### src/rtl/regfile_wb_sched.sv
// regfile_wb_sched
// Arbitrates the single register-file write port between the in-order
// pipeline writeback and a long-latency unit (LU). Pipeline writes always win.
// LU results that cannot be written immediately are parked in a small FIFO,
// which drains whenever the pipeline leaves the port idle. A 32-entry busy
// scoreboard tracks destinations of outstanding LU ops so that decode can be
// stalled on RAW/WAW hazards. A starvation counter asks the pipeline for a
// writeback bubble when the FIFO has been stuck behind pipe writes for too
// long. Protocol violations raise a sticky error flag but never block
// the operation.
//
// Ports:
//   clk_i, rst_i                   clock, asynchronous active-high reset
//   pipe_wren_i/rd_addr_i/rd_data_i pipeline writeback request (never stalled)
//   lu_valid_i/rd_addr_i/rd_data_i LU result offer
//   lu_ready_o                     FIFO has room (registered state only)
//   issue_i, issue_rd_addr_i       LU op issued, destination becomes busy
//   dec_rs1/rs2/rd_addr_i          decode-stage operands for hazard check
//   stall_o                        decode must hold
//   pipe_hold_o                    pipeline should insert one writeback bubble
//   rd_wren_o/rd_addr_o/rd_data_o  register-file write port (combinational)
//   err_o                          sticky protocol error
module regfile_wb_sched #(
  parameter int DEPTH      = 2,
  parameter int STARVE_MAX = 4
) (
  input  logic        clk_i,
  input  logic        rst_i,
  input  logic        pipe_wren_i,
  input  logic [4:0]  pipe_rd_addr_i,
  input  logic [31:0] pipe_rd_data_i,
  input  logic        lu_valid_i,
  input  logic [4:0]  lu_rd_addr_i,
  input  logic [31:0] lu_rd_data_i,
  output logic        lu_ready_o,
  input  logic        issue_i,
  input  logic [4:0]  issue_rd_addr_i,
  input  logic [4:0]  dec_rs1_addr_i,
  input  logic [4:0]  dec_rs2_addr_i,
  input  logic [4:0]  dec_rd_addr_i,
  output logic        stall_o,
  output logic        pipe_hold_o,
  output logic        rd_wren_o,
  output logic [4:0]  rd_addr_o,
  output logic [31:0] rd_data_o,
  output logic        err_o
);

  localparam int PTR_W = $clog2(DEPTH);
  localparam int CNT_W = PTR_W + 1;
  localparam int SC_W  = $clog2(STARVE_MAX + 1);

  logic [PTR_W-1:0] wr_ptr, rd_ptr;
  logic [CNT_W-1:0] count;
  logic [31:0]      busy;
  logic [SC_W-1:0]  starve_cnt;
  logic             err_q;

  logic [4:0]       buf_addr [DEPTH];
  logic [31:0]      buf_data [DEPTH];

  logic             sel_vld;
  logic             head_sel;
  logic             bypass;
  logic [4:0]       sel_addr;
  logic [31:0]      sel_data;
  logic             lu_fire;
  logic             enq;
  logic             err_evt;
  logic [31:0]      busy_nxt;

  function automatic logic [SC_W-1:0] sat_inc(input logic [SC_W-1:0] v);
    if (v >= SC_W'(STARVE_MAX)) return SC_W'(STARVE_MAX);
    else                        return v + SC_W'(1);
  endfunction

  // Write-port selection: pipe > FIFO head > direct LU bypass.
  always_comb begin
    sel_vld  = 1'b0;
    head_sel = 1'b0;
    bypass   = 1'b0;
    sel_addr = pipe_rd_addr_i;
    sel_data = pipe_rd_data_i;
    if (pipe_wren_i) begin
      sel_vld = 1'b1;
    end else if (count != '0) begin
      sel_vld  = 1'b1;
      head_sel = 1'b1;
      sel_addr = buf_addr[rd_ptr];
      sel_data = buf_data[rd_ptr];
    end else if (lu_valid_i) begin
      sel_vld  = 1'b1;
      bypass   = 1'b1;
      sel_addr = lu_rd_addr_i;
      sel_data = lu_rd_data_i;
    end
  end

  // x0 writes still consume their slot but never reach the register file;
  // nothing is written while reset is held.
  assign rd_wren_o = sel_vld & (sel_addr != 5'd0) & ~rst_i;
  assign rd_addr_o = sel_addr;
  assign rd_data_o = sel_data;

  assign lu_ready_o  = (count < CNT_W'(DEPTH));
  assign lu_fire     = lu_valid_i & lu_ready_o;
  assign enq         = lu_fire & ~bypass;
  assign stall_o     = busy[dec_rs1_addr_i] | busy[dec_rs2_addr_i] | busy[dec_rd_addr_i];
  assign pipe_hold_o = (starve_cnt == SC_W'(STARVE_MAX));
  assign err_o       = err_q;

  assign err_evt = (pipe_wren_i & busy[pipe_rd_addr_i])
                 | (issue_i & busy[issue_rd_addr_i])
                 | (lu_fire & (lu_rd_addr_i != 5'd0) & ~busy[lu_rd_addr_i]);

  // Clear from an LU write first, then the issue set, so a same-cycle set wins.
  always_comb begin
    busy_nxt = busy;
    if (head_sel | bypass) busy_nxt[sel_addr] = 1'b0;
    if (issue_i)           busy_nxt[issue_rd_addr_i] = 1'b1;
    busy_nxt[0] = 1'b0;
  end

  // Control state
  always_ff @(posedge clk_i or posedge rst_i) begin
    if (rst_i) begin
      wr_ptr     <= '0;
      rd_ptr     <= '0;
      count      <= '0;
      busy       <= '0;
      starve_cnt <= '0;
      err_q      <= 1'b0;
    end else begin
      if (enq)      wr_ptr <= wr_ptr + PTR_W'(1);
      if (head_sel) rd_ptr <= rd_ptr + PTR_W'(1);
      case ({enq, head_sel})
        2'b10:   count <= count + CNT_W'(1);
        2'b01:   count <= count - CNT_W'(1);
        default: count <= count;
      endcase
      busy <= busy_nxt;
      if (pipe_wren_i && (count != '0)) starve_cnt <= sat_inc(starve_cnt);
      else                              starve_cnt <= '0;
      if (err_evt) err_q <= 1'b1;
    end
  end

  // FIFO storage (data only, not reset)
  always_ff @(posedge clk_i) begin
    if (enq) begin
      buf_addr[wr_ptr] <= lu_rd_addr_i;
      buf_data[wr_ptr] <= lu_rd_data_i;
    end
  end

endmodule

### config.mk
export PLATFORM = sky130hd
export DESIGN_NAME = regfile_wb_sched
export DESIGN_NICKNAME = d
export VERILOG_FILES = /design/src/rtl/regfile_wb_sched.sv
export SDC_FILE = /design/constraint.sdc
export NUM_CORES = 1
export LEC_CHECK = 0
export BUFFER_PORTS_ARGS = -buffer_cell sky130_fd_sc_hd__buf_2
export CORE_MARGIN = 5
export CORE_UTILIZATION = 47
export CTS_CLUSTER_DIAMETER = 150
export DETAILED_ROUTE_END_ITERATION = 10
export GPL_TIMING_DRIVEN = 0
export PLACE_DENSITY = 0.78
export SKIP_LAST_GASP = 1
export SLEW_MARGIN = 40
export SYNTH_ARGS = -nofsm -noshare
export SYNTH_HDL_FRONTEND = slang
export SYNTH_SLANG_ARGS = --single-unit
### constraint.sdc
create_clock -name clk_i -period 7.8 [get_ports clk_i]
set_input_delay 1.17 -clock clk_i [delete_from_list [all_inputs] [get_ports clk_i]]
set_output_delay 1.17 -clock clk_i [all_outputs]
set_load 0.05 [all_outputs]
Yosys cells after proc, flatten, opt, wreduce, memory -nomap -nowiden
Memory sizes are Yosys's and may differ from the RTL's. Cells that the tools add are included.

Bits of input ports: 99. Output and inout port bits: 42. Bits in writable memories: 74. Register bits: 39. Word-level logic and storage cells: 89. Latch bits: 0. Memories: 2. Memory bits (read-only): 0.

Memory list: buf_data (words 2, bits a word 32, read ports 1, clocked after memory_dff 0, wr ports 1, RTL line 60) `logic [31:0] buf_data [DEPTH];`; buf_addr (words 2, bits a word 5, read ports 1, clocked after memory_dff 0, wr ports 1, RTL line 59) `logic [4:0] buf_addr [DEPTH];`.

Bitwise gates (word level): 19. $lt $le $gt $ge: 11. Div/mod/pow operators: 0. Reductions and logical operators: 7. $mul: 0. $add $sub $neg: 5. Equality and inequality tests: 3. Multiplexer cells: 36. Shift-type cells: 0.

Operators by type and width (number): 32-bit two-way mux (5); 5-bit by 6-bit less-than comparator with 1-bit output (second input constant) (7); 32-bit AND (1); 32-bit NOT (1); 32-bit bitwise OR (1); 1-bit binary-select mux with 5-bit select (6); 1-bit two-way mux (17); 5-bit two-way mux (3); 1-bit demux with 5-bit select (2); 5-bit by 1-bit >= comparator with 1-bit output (second input constant) (2); 5-bit nonzero test (2); 1-bit AND (8); 3-bit two-way mux (2); 1-bit bitwise OR (5); 2-bit case mux with 2 select lines (1); 2-bit nonzero test (2); 3-bit by 1-bit adder with 3-bit output (second input constant) (1); 3-bit equality test (second input constant) (1); 3-bit >= comparator (second input constant) (1); 1-bit logical AND (3); 1-bit NOT (3); 1-bit adder (second input constant) (2); 2-bit by 1-bit adder with 2-bit output (second input constant) (1); 2-bit by 1-bit equality test with 1-bit output (second input constant) (1); other kinds (3) (3).

Longest topological paths before layout
Depth in word-level cells: 12. Depth in mapped cells: 9.

Worst setup path before layout
OpenSTA, ideal clock, no wires.

Path type: input port to output port. Start: input port pipe_rd_addr_i[1]. End: output port rd_wren_o. Cell stages on the path: 5. Setup slack: 2.521 ns. Arrival time: 4.109 ns. Cell sequence: clkbuf_1 inv_1 o21ai_0 nor2_1 a211oi_1.

Word-level cells in the longest chain between the ends: 6.

RTL lines: from (decl) (RTL line 30) `input logic [4:0] pipe_rd_addr_i,`; 5-bit two-way mux (RTL line 91) `end else if (lu_valid_i) begin`; 5-bit two-way mux (RTL line 86) `end else if (count != '0) begin`; 5-bit two-way mux * (RTL line 84) `if (pipe_wren_i) begin`; via rd_addr_o[1] (RTL line 44) `output logic [4:0] rd_addr_o,`; 5-bit nonzero test * (RTL line 101) `assign rd_wren_o = sel_vld & (sel_addr != 5'd0) & ~rst_i;`; 1-bit AND * (2 in a row) (RTL line 101); to (decl) (RTL line 43) `output logic rd_wren_o,`.

The timed path passes the listed nets; every way through them passes the cells marked *.

Worst setup path in the final report
Start: input port pipe_wren_i. End: output port rd_wren_o.

Word-level cells in the longest chain between the ends: 4. Elaborated cells on any way between the ends: 5. Those cells by class: mux: 2; bitwise: 2; reduce/logical: 1.

RTL lines: from (decl) (RTL line 29) `input logic pipe_wren_i,`; 5-bit two-way mux (RTL line 84); 5-bit nonzero test (RTL line 101); 1-bit AND * (2 in a row) (RTL line 101).

Mark *: on every way between the ends. The rest lies on a longest branch, timed or not.

==> flow_summary.toml <==
[die]
start_util_pct = 47.86
fp.dieArea_mm2 = 0.01655
row_count = 43
coreArea_mm2 = 0.01383
die_y_um = 128.7
ios = 141
die_w_um = 128.7

[power_and_ir_drop]
leakage_nw = 3.189
sw_frac_of_total_pct = 42.39
total_power_mw = 3.097
pwr-share-comb_pct = 40.6
power_density_mw_per_mm2 = 380.7
power_frac_clock_pct = 24.5
p_sw_mw = 1.313
power.internal_mw = 1.784
peakVddDrop_mv = 0.2314
p_seq_share_pct = 34.9

[critical_path]
rr_worst_depth = 6
worstPathBufferInverterCount = 5
worst_r2r_endpoint = "busy[13]"
crit_family = "buffers and inverters"
r2r-start = "count[0]"
rrSetupSlack_ns = 5.17
critPathKind = "in -> out"
max_stage_delay_ns = 0.45
required_ns = 6.63
cp-startpoint = "pipe_wren_i"
cp_slowest_cell = "a221oi_4"
path_cells = "buf_2 > or2_0 > buf_2 > a221oi_4 > inv_2 > buf_6 > nor3_1 > a211oi_1 > buf_2"
worstSetupEndpointType = "output pin"
critPathLaunchType = "input port"
cp_num_cells = 9
cpMostUsedCell = "buf_2"
critPathMaxFanout = 10
cp.arrival_ns = 3.48

[yosys]
async_reset_ff_share_pct = 34.51
syn_area_mm2 = 0.006618
synth_flop_cell = "edfxtp_1"
ys_seq_elements = 113
yosys.cell_types.count = 54
yosysTopAreaCellShare_pct = 33.58
synth_edf_count = 74
ys_top_cells_by_area = "edfxtp_1 (34%), dfrtp_1 (15%), mux4_2 (12%), mux2i_1 (10%), o41ai_1 (4.1%)"
yosys_warnings = 0
synth_fp_nets = 616
synth_cells = 514
avgSynthCellArea_um2 = 12.87
seq_area_frac_synth_pct = 48.33
synth_area_leader_cell = "edfxtp_1"

[grt]
antenna_found_initial = 3
grt_pass1_vias = 5490
grt_pass1_wl_um = 30240
grt_max_degree = 26
grt_util_all_layers_pct = 23.69
overflow = 0

[timing]
finalCriticalPeriod_ns = 4.649
holdWs_ns = 0.4772
relSlewSlack_pct = 49.71
clock_skew_ns = 0.004857
finalSetupViolCount = 0
worst_pin_slew_ns = 0.7512
fin_crit_sh_pct = 59.60
tns_ns = 0
hold_viol = 0
fmax_mhz = 215.1
grt_setup_unrepaired = "false"
slew_viol_final = 0

[clock_network]
path_clk_slew_ns = 0.06
postCtsSetupBuffers = 0
cts_buffers = 17
worstSkewPairLatency_ns = 0.41
cts_tree = "yes"
clk_path_buf_depth = 2
clock-root-buffer = "clkbuf_16"
clock_sinks = 113
h-tree-depth = 4
ctsHoldBuffers = 0
cts_resized = 0

[placed_design]
gp_congestion = 0.9758
hpwlAfterDp_um = 13660
place.port_buffers = 129

[run]
max-cap-violations = 0

[drt]
firstDrtPassIters = 5
ant_nets = 0
vias = 5480
viasPerCell = 6.380
wl_um = 19350
drc_errors = 0
wire_per_inst_um = 22.53
drt-initial-drc-count = 649

[layout]
fin_nets = 767
ff_latch_area_mm2 = 0.003198
nFillCells = 1117
multi_input_area_mm2 = 0.003212
mostFrequentLayoutCells = "buf_2 (137), edfxtp_1 (74), mux2i_1 (69)"
syn_to_final_growth_pct = 22.93
final_common_cell = "buf_2"
drive_gt1_share_pct = 32.89

[min_path]
hp-class = "reg -> reg"
min_delay_worst_endpoint = "starve_cnt[0]"
min_from = "starve_cnt[0]"
hold_depth = 1

[status]
status = "finished, final reports clean"
-- worst reg2reg max path, stage by stage (launching register included) --
cell	delay, ns
dfrtp_1	0.36
buf_2	0.17
nor4b_4	0.66
o2bb2ai_1	0.28
nand3_1	0.44
o41ai_1	0.42
o21ai_0	0.16
-- registers in the layout, summed over array words and instances (netlist names) --
name	flops
count	2
err_o	1
buf_data	64
wr_ptr	1
busy	31
buf_addr	10
rd_ptr	1
starve_cnt	3
-- kinds of logic (layout without fill, tap and decap cells) --
family          count (synthesis)  after routing  synth area share (%)
compound gates                166            166                 17.75
xor+xnor                        5              5                0.6617
fa+ha+maj                       3              3                0.5673
buf+inv                        55            219                 3.384
flops                         113            113                 48.33
mux                           110            110                 23.54
other cells                     0              1                     0
simple gates                   62             62                 5.767
-- area by class of cell --
| class | count | share of cell area, % |
|---|---|---|
| Antenna cell | 1 | 0.03076 |
| Buffer | 42 | 2.153 |
| Clock buffer | 18 | 5.275 |
| Clock inverter | 14 | 1.892 |
| Inverter | 13 | 0.5998 |
| Multi-Input combinational cell | 346 | 39.48 |
| Sequential cell | 113 | 39.31 |
| Tap cell | 180 | 2.768 |
| Timing Repair Buffer | 132 | 8.490 |
-- cells in the mapped netlist, drive strengths merged, types with 2 or more instances --
master / n
o21bai: 2
mux2: 5
nor2b: 10
o22ai: 7
dfrtp: 39
o21ai: 65
o41ai: 31
a2bb2oi: 3
nor3: 7
or3: 3
a221oi: 4
nor2: 11
nand2: 3
buf: 16
a211oi: 3
mux4: 36
a21o: 2
ha: 3
o211ai: 4
mux2i: 69
edfxtp: 74
o2bb2ai: 2
inv: 13
clkbuf: 26
o22a: 2
or3b: 5
or2: 2
xnor2: 5
nand3b: 7
nand3: 6
nand4: 2
a22oi: 34
-- through the flow --
step	cells	setup WS, ns	area (um^2)	util, %
after floorplan	514	2.521	6618	-
after global placement	823	3.125	7488	54.16
after detailed placement	826	3.262	7548	54.59
after CTS	858	3.257	8132	58.81
after global routing	859	3.103	8135	58.84
final	859	3.151	8135	58.84
-- power by group through the flow --
stage	registers (mW)	clock network [mW]	logic [mW]
CTS	1.06	0.766	1.26
global placement	1.07	0	1.20
global route	1.09	0.803	1.35
detailed placement	1.07	0	1.25
floorplan	0.940	0	0.978
finish	1.08	0.759	1.26
-- routing by layer --
metal	vias to the layer above	global-route usage [%]	part of all wire, %
met3	63	8.759	11
li1	2421	-	-
met4	4	10.07	3.5
met5	-	0	0.17
met1	2672	31.14	38
met2	320	35.52	47
-- how the worst max path moves through the flow --
| stage | slack [ns] | endpoint |
|---|---|---|
| 2_1_floorplan | 2.52 | rd_wren_o |
| 3_3_place_gp | 3.12 | buf_data[1][12] |
| 3_5_place_dp | 3.26 | rd_wren_o |
| 4_1_cts | 3.26 | rd_wren_o |
| 5_1_grt | 3.10 | rd_wren_o |
| 6_report | 3.15 | rd_wren_o |
Note: power is estimated with default switching activity, not from simulation.
